$ cat src/rtl/bcd_pkg.sv
// ----------------------------------------------------------------------------
// bcd_pkg
// Shared definitions for the sequential binary-to-BCD converter.
//   state_t     : converter FSM states (IDLE, SHIFT, DONE)
//   bcd_digits  : number of decimal digits needed for a 'width'-bit unsigned
//                 value, using log10(2) ~= 0.301
// ----------------------------------------------------------------------------
package bcd_pkg;

    typedef enum logic [1:0] {
        IDLE  = 2'd0,
        SHIFT = 2'd1,
        DONE  = 2'd2
    } state_t;

    function automatic int bcd_digits(input int width);
        return (width * 301) / 1000 + 1;
    endfunction

endpackage

$ cat src/rtl/bcd_add3_digit.sv
// ----------------------------------------------------------------------------
// bcd_add3_digit
// Double-dabble correction for one BCD digit: a digit of 5..9 gets 3 added
// so that the following left shift carries correctly into the next digit.
// Ports:
//   din  : 4-bit BCD digit before correction
//   dout : 4-bit corrected digit
// ----------------------------------------------------------------------------
module bcd_add3_digit (
    input  logic [3:0] din,
    output logic [3:0] dout
);

    always_comb begin
        dout = din;
        if (din >= 4'd5) begin
            dout = din + 4'd3;
        end
    end

endmodule

$ cat src/rtl/binary_to_bcd_seq.sv
// ----------------------------------------------------------------------------
// binary_to_bcd_seq
// Sequential double-dabble binary-to-BCD converter, one bit per clock.
// Parameters:
//   WIDTH  : binary input width (4..32)
//   SIGNED : 1 = two's-complement input, 0 = unsigned
//   DIGITS : number of BCD output digits
// Ports:
//   clk, rst_n : clock, asynchronous active-low reset
//   in_valid   : in_data valid this cycle
//   in_ready   : converter idle and able to accept an operand
//   in_data    : binary operand
//   out_valid  : bcd_out / neg_out hold a finished result
//   out_ready  : consumer takes the result this cycle
//   bcd_out    : packed BCD digits, digit 0 (ones) in bits [3:0]
//   neg_out    : result is negative (always 0 when SIGNED = 0)
//
// Handshake: a transfer happens on any rising edge where valid and ready are
// both 1. The converter never queues: in_ready is high only in IDLE, and
// out_valid is high only in DONE, where the result is held until out_ready.
// ----------------------------------------------------------------------------
module binary_to_bcd_seq
    import bcd_pkg::*;
#(
    parameter int WIDTH  = 8,
    parameter bit SIGNED = 1'b0,
    parameter int DIGITS = bcd_digits(WIDTH)
) (
    input  logic                  clk,
    input  logic                  rst_n,
    input  logic                  in_valid,
    output logic                  in_ready,
    input  logic [WIDTH-1:0]      in_data,
    output logic                  out_valid,
    input  logic                  out_ready,
    output logic [4*DIGITS-1:0]   bcd_out,
    output logic                  neg_out
);

    localparam int CW = $clog2(WIDTH + 1);
    localparam int BW = 4 * DIGITS;

    state_t            state_q, state_d;
    logic [BW-1:0]     acc_q, acc_d;
    logic [WIDTH-1:0]  op_q, op_d;
    logic [CW-1:0]     cnt_q, cnt_d;
    logic              neg_q, neg_d;

    logic [BW-1:0]     acc_corr;
    logic              is_neg;
    logic [WIDTH-1:0]  cap_mag;

    // Per-digit add-3 correction applied before every shift.
    for (genvar g = 0; g < DIGITS; g++) begin : g_digit
        bcd_add3_digit u_add3 (
            .din  (acc_q[4*g +: 4]),
            .dout (acc_corr[4*g +: 4])
        );
    end

    // Magnitude of the operand. The (WIDTH+1)-bit negation of a negative
    // WIDTH-bit value always has a zero top bit, so WIDTH bits hold it
    // exactly, including the most negative value 2^(WIDTH-1).
    always_comb begin
        is_neg  = SIGNED && in_data[WIDTH-1];
        cap_mag = in_data;
        if (is_neg) begin
            cap_mag = ~in_data + WIDTH'(1);
        end
    end

    always_comb begin
        state_d = state_q;
        acc_d   = acc_q;
        op_d    = op_q;
        cnt_d   = cnt_q;
        neg_d   = neg_q;
        case (state_q)
            IDLE: begin
                if (in_valid) begin
                    acc_d   = '0;
                    op_d    = cap_mag;
                    cnt_d   = CW'(WIDTH);
                    neg_d   = is_neg;
                    state_d = SHIFT;
                end
            end
            SHIFT: begin
                // {acc, op} << 1 with the corrected digits; the accumulator's
                // top bit can never be set because DIGITS covers the range.
                acc_d = BW'({acc_corr, op_q[WIDTH-1]});
                op_d  = {op_q[WIDTH-2:0], 1'b0};
                cnt_d = cnt_q - CW'(1);
                if (cnt_q == CW'(1)) begin
                    state_d = DONE;
                end
            end
            DONE: begin
                if (out_ready) begin
                    state_d = IDLE;
                end
            end
            default: begin
                state_d = IDLE;
            end
        endcase
    end

    always_ff @(posedge clk or negedge rst_n) begin
        if (!rst_n) begin
            state_q <= IDLE;
            acc_q   <= '0;
            op_q    <= '0;
            cnt_q   <= '0;
            neg_q   <= 1'b0;
        end else begin
            state_q <= state_d;
            acc_q   <= acc_d;
            op_q    <= op_d;
            cnt_q   <= cnt_d;
            neg_q   <= neg_d;
        end
    end

    // Outputs are gated by DONE so a partial accumulator is never visible.
    always_comb begin
        in_ready  = (state_q == IDLE);
        out_valid = (state_q == DONE);
        bcd_out   = out_valid ? acc_q : '0;
        neg_out   = out_valid & neg_q;
    end

endmodule

$ cat config.mk
export PLATFORM = sky130hd
export DESIGN_NAME = binary_to_bcd_seq
export DESIGN_NICKNAME = d
export VERILOG_FILES = /design/src/rtl/bcd_pkg.sv /design/src/rtl/bcd_add3_digit.sv /design/src/rtl/binary_to_bcd_seq.sv
export SDC_FILE = /design/constraint.sdc
export NUM_CORES = 1
export LEC_CHECK = 0
export ABC_AREA = 1
export CORE_ASPECT_RATIO = 0.5
export CORE_MARGIN = 2
export CORE_UTILIZATION = 41
export CTS_BUF_LIST = sky130_fd_sc_hd__clkbuf_8
export CTS_CLUSTER_SIZE = 28
export DETAILED_ROUTE_END_ITERATION = 7
export PLACE_DENSITY_LB_ADDON = 0.2
export SLEW_MARGIN = 40
export SYNTH_ARGS = -nofsm -noshare
export SYNTH_HDL_FRONTEND = slang
export SYNTH_SLANG_ARGS = --single-unit
$ cat constraint.sdc
create_clock -name clk -period 1.35 [get_ports clk]
set_input_delay 0.135 -clock clk [delete_from_list [all_inputs] [get_ports clk]]
set_output_delay 0.135 -clock clk [all_outputs]
set_load 0.01 [all_outputs]
## Yosys cells after proc, flatten, opt, wreduce, memory -nomap -nowiden

Cells that the tools add are included.

- Flip-flop bits (word level): 26
- Bits in latches: 0
- RAM bits: 0
- Memory bits (read-only): 0
- Output and inout port bits: 15
- Memories kept: 0

- $add $sub $neg: 4
- Multiply operators: 0
- Div/mod/pow operators: 0
- Magnitude comparators: 3
- Equality and inequality tests: 6
- Shift-type cells: 0
- Mux-type cells: 14
- Bitwise operators: 0
- Reduce and logical (&&, ||, !) cells: 4

Operators with widths:

| operator | count |
|---|---|
| 12-bit 2-to-1 mux | 2 |
| 12-bit one-hot mux with 2 select lines | 1 |
| 8-bit one-hot mux with 2 select lines | 1 |
| 4-bit by 3-bit greater-or-equal comparator with 1-bit output, second input constant | 3 |
| 4-bit 2-to-1 mux | 3 |
| 4-bit by 2-bit adder with 4-bit output, second input constant | 2 |
| 8-bit 2-to-1 mux | 1 |
| 4-bit one-hot mux with 2 select lines | 1 |
| 2-bit 2-to-1 mux | 3 |
| 2-bit one-hot mux with 3 select lines | 1 |
| 4-bit by 1-bit == test with 1-bit output, second input constant | 1 |
| 2-bit != test, second input constant | 2 |
| 4-bit by 1-bit subtractor with 4-bit output, second input constant | 1 |
| 3-bit by 2-bit adder with 3-bit output, second input constant | 1 |
| 3-bit 2-to-1 mux | 1 |
| 3-bit AND reduction | 1 |
| 2-bit by 1-bit == test with 1-bit output, second input constant | 1 |
| 2-bit == test, second input constant | 1 |
| 2-bit logical NOT | 1 |
| 2-bit by 1-bit != test with 1-bit output, second input constant | 1 |
| 2-bit AND reduction | 1 |
| 2-bit nonzero test | 1 |

## Depth between registers and ports, before layout

Gate-level depths: netlist of run 1.

- Depth in word-level cells: 3
- Gate-level depth with buffers: 8

## Modules after synthesis

From an unflattened synthesis of run 1, not the netlist that was laid out.

- Cells, all modules: 229
- Area total of the unflattened synthesis: 1684.1 µm²

By module, submodules not included:

| module | times used | cells an instance | area an instance (µm²) | sequential area each (µm²) |
|---|---|---|---|---|
| binary_to_bcd_seq | 1 | 160 | 1278.7 | 650.6 |
| bcd_add3_digit | 3 | 23 | 135.1 | 0.0 |

## Worst setup path before layout of run 1

No wires, ideal clock.

- Path kind: reg-to-reg
- Start point: register acc_q[0]
- End point: register acc_q[4]
- Setup time: 124 ps
- Arrival: 1013 ps
- Required time: 1226 ps
- Slack: 213 ps
- Stages on the path, launching flop included: 8
- Path buffers: 0
- Clock period less this slack: 1137 ps
- Cell sequence: dfrtp_1 -> inv_1 -> ha_1 -> inv_1 -> nand2_1 -> nand3_1 -> nand2_1 -> o21bai_1

- Word-level cells in the longest chain between the ends: 3

RTL lines:

| element | line | RTL |
|---|---|---|
| start, declared | binary_to_bcd_seq.sv:44 | `logic [BW-1:0] acc_q, acc_d;` |
| start signal, assigned | binary_to_bcd_seq.sv:112 | `acc_q <= '0;` |
| start signal, assigned | binary_to_bcd_seq.sv:118 | `acc_q <= acc_d;` |
| 4-bit by 2-bit adder with 4-bit output or 4-bit by 3-bit greater-or-equal comparator with 1-bit output (tied branches) | bcd_add3_digit.sv:17, bcd_add3_digit.sv:16 |  |
| 4-bit 2-to-1 mux (*) | bcd_add3_digit.sv:16 | `if (din >= 4'd5) begin` |
| 12-bit one-hot mux with 2 select lines (*) | binary_to_bcd_seq.sv:78 | `case (state_q)` |

Mark *: on every way between the ends. The rest lies on a longest branch, timed or not.
A chain may end at the register's enable or synchronous reset.

## Worst setup path after layout of run 1

- Start point: register state_q[0]
- End point: output bcd_out[0]

- Word-level cells in the longest chain between the ends: 2

RTL lines:

| element | line | RTL |
|---|---|---|
| start, declared | binary_to_bcd_seq.sv:43 | `state_t state_q, state_d;` |
| start signal, assigned | binary_to_bcd_seq.sv:117 | `state_q <= state_d;` |
| 2-bit == test | binary_to_bcd_seq.sv:128 | `out_valid = (state_q == DONE);` |
| 12-bit 2-to-1 mux | binary_to_bcd_seq.sv:129 | `bcd_out = out_valid ? acc_q : '0;` |
| end, declared | binary_to_bcd_seq.sv:36 | `output logic [4*DIGITS-1:0] bcd_out,` |

Every way passes these cells.

==> impl_metrics.env, run 1 <==
export IMPL_synth_cells=192
export IMPL_power_share_clock_pct=15.0
export IMPL_mappedNetlistArea_mm2=0.00147
export IMPL_ys_warnings_count=0
export IMPL_clk_latency_ns=0.27
export IMPL_post_place_ws_ns=-0.0575
export IMPL_post_drt_via_cell_ratio=4.85
export IMPL_final_hold_viol_count=0
export IMPL_drt_iter0_markers=54
export IMPL_antenna_found_initial=0
export IMPL_fp_row_count=15
export IMPL_synthTopCellsByArea="dfrtp_1 44%, nand2_1 15%, nand3_1 7.5%"
export IMPL_slew_viol_final=0
export IMPL_syn_nets=212
export IMPL_min_period_ns=1.32
export IMPL_die_w_um=88.8
export IMPL_slowest_delay_ns=0.38
export IMPL_crit_path_end="bcd_out[0]"
export IMPL_maxCapViolations=0
export IMPL_io_buffer_count=25
export IMPL_grt_pass1_wl_um=4880
export IMPL_grt_pass1_vias=1114
export IMPL_p_per_area_mw_per_mm2=2160
export IMPL_htreeDepth=1
export IMPL_grtUsageTotal_pct=15.6
export IMPL_crit_path_cell_trace="inv_1 -> nand2_2 -> clkbuf_16 -> nor2_1 -> buf_2"
export IMPL_n_antenna_cell=0
export IMPL_reg2reg_to="acc_q[2]$_DFFE_PN0P_"
export IMPL_wl_per_cell_um=11.3
export IMPL_die_y_um=46.4
export IMPL_power_frac_comb_pct=53.8
export IMPL_cts_root_buffer="clkbuf_8"
export IMPL_placed_area_mm2=0.00186
export IMPL_layout_commonest_cell="nand2_1"
export IMPL_ys_seq_area_share_pct=44.2
export IMPL_hpwl_um=2260
export IMPL_path_class="flip-flop to output pin"
export IMPL_clk_path_buf_depth=2
export IMPL_cp_start_kind="flip-flop"
export IMPL_fin_hold_ws_ns=0.213
export IMPL_finalCritPeriodShare_pct=98.0
export IMPL_routed_via_count=1369
export IMPL_path_clk_slew_ns=0.09
export IMPL_p_sw_mw=1.80
export IMPL_synth_top_cell_area_share_pct=44.2
export IMPL_final_nets=252
export IMPL_ys_types=22
export IMPL_arrival_ns=1.19
export IMPL_power_switching_share_pct=42.2
export IMPL_firstDrtPassIters=4
export IMPL_max_freq_mhz=756
export IMPL_worst_r2r_setup_slack_ns=0.07
export IMPL_reg2reg_depth=8
export IMPL_cp_startpoint="state_q[0]$_DFFE_PN0P_"
export IMPL_power_internal_mw=2.47
export IMPL_rsz0062_at_grt="true"
export IMPL_place_inst=275
export IMPL_leakage_nw=1.03
export IMPL_hold_path_class="input port to async pin"
export IMPL_route_detailed_drc=0
export IMPL_fin_area_mm2=0.00198
export IMPL_initial_core_util_pct=42.9
export IMPL_seq_power_share_pct=31.2
export IMPL_skew_ns=0.0106
export IMPL_ir_drop_mv=0.917
export IMPL_synth_area_leader_cell="dfrtp_1"
export IMPL_cts_tree="built"
export IMPL_synth_seq_cells=26
export IMPL_drive_above_1_share_pct=22.1
export IMPL_ios=27
export IMPL_required_ns=1.22
export IMPL_core_area_mm2=0.00343
export IMPL_numCtsBuffers=3
export IMPL_slowest_stage="dfrtp_1"
export IMPL_clock_sinks=26
export IMPL_layout_common_cells="59 x nand2_1, 26 x dfrtp_1, 22 x nand3_1"
export IMPL_endpoint_kind="output pin"
export IMPL_worstPathMaxFanout=7
export IMPL_wirelength_um=3190
export IMPL_worst_slack_ns=0.0271
export IMPL_die_area_mm2=0.00412
export IMPL_overflow=0
export IMPL_synthToLayoutAreaGrowth_pct=34.3
export IMPL_status="finished clean"
export IMPL_postSynthAreaPerCell_um2=7.67
export IMPL_grt_max_degree=27
export IMPL_finalNonFillerCells=282
export IMPL_r2r_start="acc_q[0]$_DFFE_PN0P_"
export IMPL_cts_hold_buf=0
export IMPL_gp_congestion=0.817
export IMPL_ant_nets=0
export IMPL_setup_viol=0
-- metal layers --
layer  wire (um)  track usage [%]  vias to the layer above
li1            -                -                      691
met1        1470             21.1                      647
met2        1570             25.7                       29
met3         132             4.30                        2
met4          19             2.73                        0
met5           0                0                        -
-- worst max-delay path: cells and delay by family (launching register included) --
kind	cells	cell delay (ns)
buf+inv	3	0.36
simple gates	2	0.16
flops	1	0.38
-- layout make-up --
cell class / count / area (um^2)
multi-input cells: 135 / 726
repair buffers: 40 / 367
inverters: 26 / 100
flip-flops and latches: 26 / 651
well taps: 51 / 63.8
clock buffers: 3 / 41.3
fillers: 313 / 1460
clock inverters: 1 / 30.0
-- registers in the layout, indices dropped and copies added, names as in the netlist --
name,count
op_q,8
acc_q,12
state_q,2
cnt_q,4
-- cells in the mapped netlist --
cell type / n
nand2_1: 60
o211ai_1: 1
nor2_1: 14
ha_1: 8
o21bai_1: 1
dfrtp_1: 26
o21ai_0: 11
inv_1: 23
inv_4: 1
buf_2: 1
nand3_1: 22
o21ai_1: 1
nand2_4: 3
inv_2: 2
conb_1: 1
nor3_1: 1
buf_4: 3
nand4_1: 6
nor2_2: 1
o22ai_1: 4
buf_6: 1
xnor2_1: 1
-- kinds of logic after synthesis --
kind of cell,Yosys count,synth area share (%)
and+or+nand+nor,107,31.9
buffers and inverters,31,9.43
DFF,26,44.2
AOI/OAI and AO/OA,18,6.80
adders and majority gates,8,6.80
xor gates and xnor gates,1,0.595
other,1,0.255
-- metrics by stage --
step | util, % | TNS [ns] | power (mW)
2_1_floorplan | - | 0 | 2.84
3_3_place_gp | 54.2 | -0.344 | 3.47
3_5_place_dp | 54.2 | -0.457 | 3.53
4_1_cts | 54.6 | 0 | 4.15
5_1_grt | 57.6 | -0.357 | 4.66
6_report | 57.6 | 0 | 4.26
-- what timing repair did --
action / in CTS / in global routing
endpoints found under the setup margin: 14 / 19
resized for setup: 52 / 24
endpoints found under the hold margin: 0 / 0
gates cloned: 0 / 1
setup buffers: 0 / 2
-- worst min path at each step --
| stage | to | slack (ns) | cells after the start |
|---|---|---|---|
| 3_5_place_dp | op_q[0]$_DFFE_PN0P_ | 0.46 | 2 |
| 4_1_cts | cnt_q[1]$_DFFE_PN0P_ | 0.23 | 2 |
| 6_report | cnt_q[1]$_DFFE_PN0P_ | 0.21 | 2 |
| 5_1_grt | cnt_q[1]$_DFFE_PN0P_ | 0.24 | 2 |
| 3_3_place_gp | op_q[0]$_DFFE_PN0P_ | 0.46 | 2 |
| 2_1_floorplan | acc_q[0]$_DFFE_PN0P_ | -0.16 | 0 |
-- power by group through the flow --
stage | combinational (mW) | sequential [mW] | clock (mW)
finish | 2.29 | 1.33 | 0.640
global route | 2.59 | 1.39 | 0.685
CTS | 2.17 | 1.33 | 0.656
detailed placement | 2.19 | 1.34 | 0
global placement | 2.14 | 1.33 | 0
floorplan | 1.51 | 1.33 | 0
Note: power is estimated with default switching activity, not from simulation.
==> inputs of run 2 (changes only) <==
--- a/config.mk
+++ b/config.mk
@@ -12,8 +12,8 @@
 export CTS_BUF_LIST = sky130_fd_sc_hd__clkbuf_8
 export CTS_CLUSTER_SIZE = 28
 export DETAILED_ROUTE_END_ITERATION = 7
+export MAX_ROUTING_LAYER = met4
 export PLACE_DENSITY_LB_ADDON = 0.2
-export SLEW_MARGIN = 40
 export SYNTH_ARGS = -nofsm -noshare
 export SYNTH_HDL_FRONTEND = slang
 export SYNTH_SLANG_ARGS = --single-unit
==> impl_metrics.env, run 2 (synthesis results as in run 1) <==
export IMPL_ir_drop_mv=0.917
export IMPL_worstPathMaxFanout=7
export IMPL_required_ns=1.22
export IMPL_die_y_um=46.4
export IMPL_p_per_area_mw_per_mm2=2160
export IMPL_drive_above_1_share_pct=22.1
export IMPL_overflow=0
export IMPL_drt_iter0_markers=56
export IMPL_firstDrtPassIters=4
export IMPL_top_regs="acc_q: 12 flops, op_q: 8 flops, cnt_q: 4 flops"
export IMPL_grt_pass1_vias=1113
export IMPL_leakage_nw=1.03
export IMPL_layout_common_cells="59 x nand2_1, 26 x dfrtp_1, 22 x nand3_1"
export IMPL_grtUsageTotal_pct=16.1
export IMPL_setup_tns_ns=0
export IMPL_fp_row_count=15
export IMPL_arrival_ns=1.19
export IMPL_top_register="acc_q"
export IMPL_path_class="flip-flop to output pin"
export IMPL_n_antenna_cell=0
export IMPL_hold_path_class="input port to async pin"
export IMPL_layout_commonest_cell="nand2_1"
export IMPL_fin_util_pct=57.6
export IMPL_skew_ns=0.0110
export IMPL_wl_per_cell_um=11.3
export IMPL_largest_reg_flops=12
export IMPL_endpoint_kind="output pin"
export IMPL_numCtsBuffers=3
export IMPL_status="finished clean"
export IMPL_synthToLayoutAreaGrowth_pct=34.3
export IMPL_route_detailed_drc=0
export IMPL_clk_latency_ns=0.27
export IMPL_post_drt_via_cell_ratio=4.88
export IMPL_initial_core_util_pct=42.9
export IMPL_min_period_ns=1.32
export IMPL_clock_sinks=26
export IMPL_grt_max_degree=27
export IMPL_cts_hold_buf=0
export IMPL_cts_root_buffer="clkbuf_8"
export IMPL_antenna_found_initial=0
export IMPL_rsz0062_at_grt="true"
export IMPL_core_area_mm2=0.00343
export IMPL_final_hold_viol_count=0
export IMPL_fin_hold_ws_ns=0.212
export IMPL_htreeDepth=1
export IMPL_die_w_um=88.8
export IMPL_maxCapViolations=0
export IMPL_io_buffer_count=25
export IMPL_ios=27
export IMPL_cp_start_kind="flip-flop"
export IMPL_routed_via_count=1375
export IMPL_setup_viol=0
export IMPL_hpwl_um=2260
export IMPL_clk_path_buf_depth=2
export IMPL_finalCritPeriodShare_pct=98.0
export IMPL_cts_tree="built"
export IMPL_wirelength_um=3190
export IMPL_slew_viol_final=0
export IMPL_place_inst=275
export IMPL_max_freq_mhz=756
export IMPL_gp_congestion=0.829
export IMPL_die_area_mm2=0.00412
export IMPL_finalNonFillerCells=282
export IMPL_ant_nets=0
export IMPL_path_clk_slew_ns=0.10
export IMPL_grt_pass1_wl_um=4890
export IMPL_final_nets=252
[run 2: cell counts in the layout (fill, tap and decap cells not counted)]
Identical to the previous run, type by type.
[run 2: timing repair]
action                     CTS  global route
setup endpoints to repair   14            19
gates cloned                 0             1
hold endpoints to repair     0             0
setup buffers                0             2
resized for setup           52            24
pin swaps                    0             0
[run 2: worst max-delay path, stage by stage, from the launching register on]
cell	delay, ns
dfrtp_1	0.38
inv_1	0.06
nand2_2	0.09
clkbuf_16	0.17
nor2_1	0.07
buf_2	0.13
[run 2: final timing paths]
| kind | start | to | slack [ns] | cells past startpoint |
|---|---|---|---|---|
| max | state_q[0]$_DFFE_PN0P_ | bcd_out[0] | 0.03 | 5 |
| min | rst_n | cnt_q[1]$_DFFE_PN0P_ | 0.21 | 2 |
| max reg2reg | acc_q[0]$_DFFE_PN0P_ | acc_q[2]$_DFFE_PN0P_ | 0.07 | 8 |
| min reg2reg | op_q[0]$_DFFE_PN0P_ | op_q[0]$_DFFE_PN0P_ | 0.48 | 2 |
| max in group asynchronous | rst_n | acc_q[7]$_DFFE_PN0P_ | 0.87 | 2 |
| min in group clk | in_data[0] | op_q[0]$_DFFE_PN0P_ | 0.39 | 3 |
[run 2: power breakdown]
| group | internal [mW] | total [mW] | switching, mW |
|---|---|---|---|
| registers | 1.13 | 1.33 | 0.199 |
| clock network | 0.397 | 0.641 | 0.244 |
| logic | 0.937 | 2.29 | 1.36 |
| total | 2.47 | 4.26 | 1.80 |
[run 2: area by class of cell]
class	instances	area, um^2
Sequential cell	26	651
Tap cell	51	63.8
Clock inverter	1	30.0
Fill cell	313	1460
Timing Repair Buffer	40	367
Multi-Input combinational cell	135	726
Clock buffer	3	41.3
Inverter	26	100
[run 2: per-stage QoR]
step	power (mW)	cell area, um^2	setup slack (ns)
after floorplan	2.84	1470	0.213
after CTS	4.15	1870	0.00552
after global placement	3.47	1860	-0.0402
after detailed placement	3.53	1860	-0.0575
after global routing	4.66	1980	-0.0497
final	4.26	1980	0.0265
[run 2: routing by layer]
layer  vias up  GRT usage [%]  part of all wire (%)
met1       650           21.1                    46
met3         0           4.30                   4.0
met4         0           2.73                     0
met2        33           25.7                    50
met5         -              -                     0
li1        692              -                     -
==> inputs of run 3 (changes only) <==
--- a/config.mk
+++ b/config.mk
@@ -14,6 +14,7 @@
 export DETAILED_ROUTE_END_ITERATION = 7
 export MAX_ROUTING_LAYER = met4
 export PLACE_DENSITY_LB_ADDON = 0.2
+export SKIP_CTS_REPAIR_TIMING = 1
 export SYNTH_ARGS = -nofsm -noshare
 export SYNTH_HDL_FRONTEND = slang
 export SYNTH_SLANG_ARGS = --single-unit
==> impl_metrics.env, run 3 (synthesis results as in run 1) <==
export IMPL_status="finished clean"
export IMPL_numCtsBuffers=3
export IMPL_finalPower_mw=4.15
export IMPL_drt_iter0_markers=54
export IMPL_die_w_um=88.8
export IMPL_maxCapViolations=0
export IMPL_io_buffer_count=25
export IMPL_place_inst=275
export IMPL_final_hold_viol_count=0
export IMPL_fillCellCount=330
export IMPL_path_clk_slew_ns=0.10
export IMPL_clk_latency_ns=0.27
export IMPL_top_register="acc_q"
export IMPL_finalCritPeriodShare_pct=94.4
export IMPL_worstPathMaxFanout=14
export IMPL_grt_pass1_vias=1120
export IMPL_hold_path_class="input port to async pin"
export IMPL_route_detailed_drc=0
export IMPL_worst_r2r_setup_slack_ns=0.09
export IMPL_reg2reg_to="acc_q[4]$_DFFE_PN0P_"
export IMPL_final_seq_area_um2=651
export IMPL_slew_viol_final=0
export IMPL_cts_root_buffer="clkbuf_8"
export IMPL_p_per_area_mw_per_mm2=2200
export IMPL_core_area_mm2=0.00343
export IMPL_gp_congestion=0.829
export IMPL_layout_commonest_cell="nand2_1"
export IMPL_post_drt_via_cell_ratio=4.76
export IMPL_ios=27
export IMPL_skew_ns=0.0125
export IMPL_largest_reg_flops=12
export IMPL_wirelength_um=2990
export IMPL_arrival_ns=1.14
export IMPL_placed_area_mm2=0.00186
export IMPL_wl_per_cell_um=10.6
export IMPL_grt_pass1_wl_um=4900
export IMPL_top_regs="acc_q: 12 flops, op_q: 8 flops, cnt_q: 4 flops"
export IMPL_drive_above_1_share_pct=17.4
export IMPL_fp_row_count=15
export IMPL_grtUsageTotal_pct=16.1
export IMPL_initial_core_util_pct=42.9
export IMPL_overflow=0
export IMPL_path_class="flip-flop to output pin"
export IMPL_synthToLayoutAreaGrowth_pct=28.3
export IMPL_grt_max_degree=27
export IMPL_setup_viol=0
export IMPL_cts_tree="built"
export IMPL_routed_via_count=1338
export IMPL_min_period_ns=1.27
export IMPL_clk_path_buf_depth=2
export IMPL_firstDrtPassIters=4
export IMPL_htreeDepth=1
export IMPL_finalNonFillerCells=281
export IMPL_ant_nets=0
export IMPL_die_y_um=46.4
export IMPL_max_freq_mhz=784
export IMPL_rsz0062_at_grt="true"
export IMPL_required_ns=1.22
export IMPL_leakage_nw=1.02
export IMPL_multi_input_area_um2=686
export IMPL_cp_start_kind="flip-flop"
export IMPL_hpwl_um=2260
export IMPL_die_area_mm2=0.00412
export IMPL_final_nets=251
export IMPL_antenna_found_initial=0
export IMPL_fin_area_mm2=0.00189
export IMPL_ir_drop_mv=0.908
export IMPL_reg2reg_depth=7
export IMPL_r2r_start="state_q[1]$_DFFE_PN0P_"
export IMPL_clock_sinks=26
export IMPL_layout_common_cells="59 x nand2_1, 26 x dfrtp_1, 22 x inv_1, 22 x nand3_1, 14 x nor2_1"
export IMPL_endpoint_kind="output pin"
export IMPL_cp_startpoint="state_q[0]$_DFFE_PN0P_"
export IMPL_n_antenna_cell=0
-- run 3: changes by cell type in the layout (fill, tap and decap cells not counted), sizes merged --
cell and delta:
dlymetal6s2s +1, clkbuf -1, buf -1
-- run 3: worst max-delay path, stage by stage, from the launching register on --
cell	delay [ns]
dfrtp_1	0.38
inv_1	0.06
nand2_2	0.06
buf_12	0.14
nor2_1	0.08
buf_2	0.13
-- run 3: power by group --
part	internal [mW]	switching, mW	total [mW]
clock network	0.397	0.242	0.639
logic	0.917	1.27	2.19
registers	1.13	0.191	1.32
total	2.45	1.70	4.15
-- run 3: final cells by class --
class	count	share of cell area, %
clock inverter	1	1.59
timing repair buffer	39	16.8
inverter	26	5.30
multi-input combinational	135	36.3
clock buffer	3	2.19
sequential	26	34.4
tap	51	3.38
-- run 3: stage by stage --
step / setup WS, ns / hold WS [ns] / utilization (%) / TNS [ns]
after floorplan: 0.213 / -0.161 / - / 0
after global placement: -0.0402 / 0.457 / 54.2 / -0.344
after detailed placement: -0.0575 / 0.463 / 54.2 / -0.457
after CTS: -0.370 / 0.230 / 56.3 / -4.84
after global routing: -0.0254 / 0.236 / 55.0 / -0.0679
final: 0.0752 / 0.212 / 55.0 / 0
-- run 3: layer usage --
layer  vias to the layer above  global-route usage, %  wire, um
met5                         -                      -         0
met4                         0                   2.73         0
met3                         0                   4.30       124
met2                        29                   25.7      1440
met1                       619                   21.2      1430
li1                        690                      -         -
-- run 3: worst max path at each step --
| stage | end | slack, ns | depth (start not counted) |
|---|---|---|---|
| floorplan | acc_q[4]$_DFFE_PN0P_ | 0.21 | 7 |
| global placement | bcd_out[6] | -0.04 | 5 |
| detailed placement | bcd_out[0] | -0.06 | 5 |
| CTS | bcd_out[0] | -0.37 | 5 |
| global route | bcd_out[1] | -0.03 | 5 |
| finish | bcd_out[8] | 0.08 | 5 |
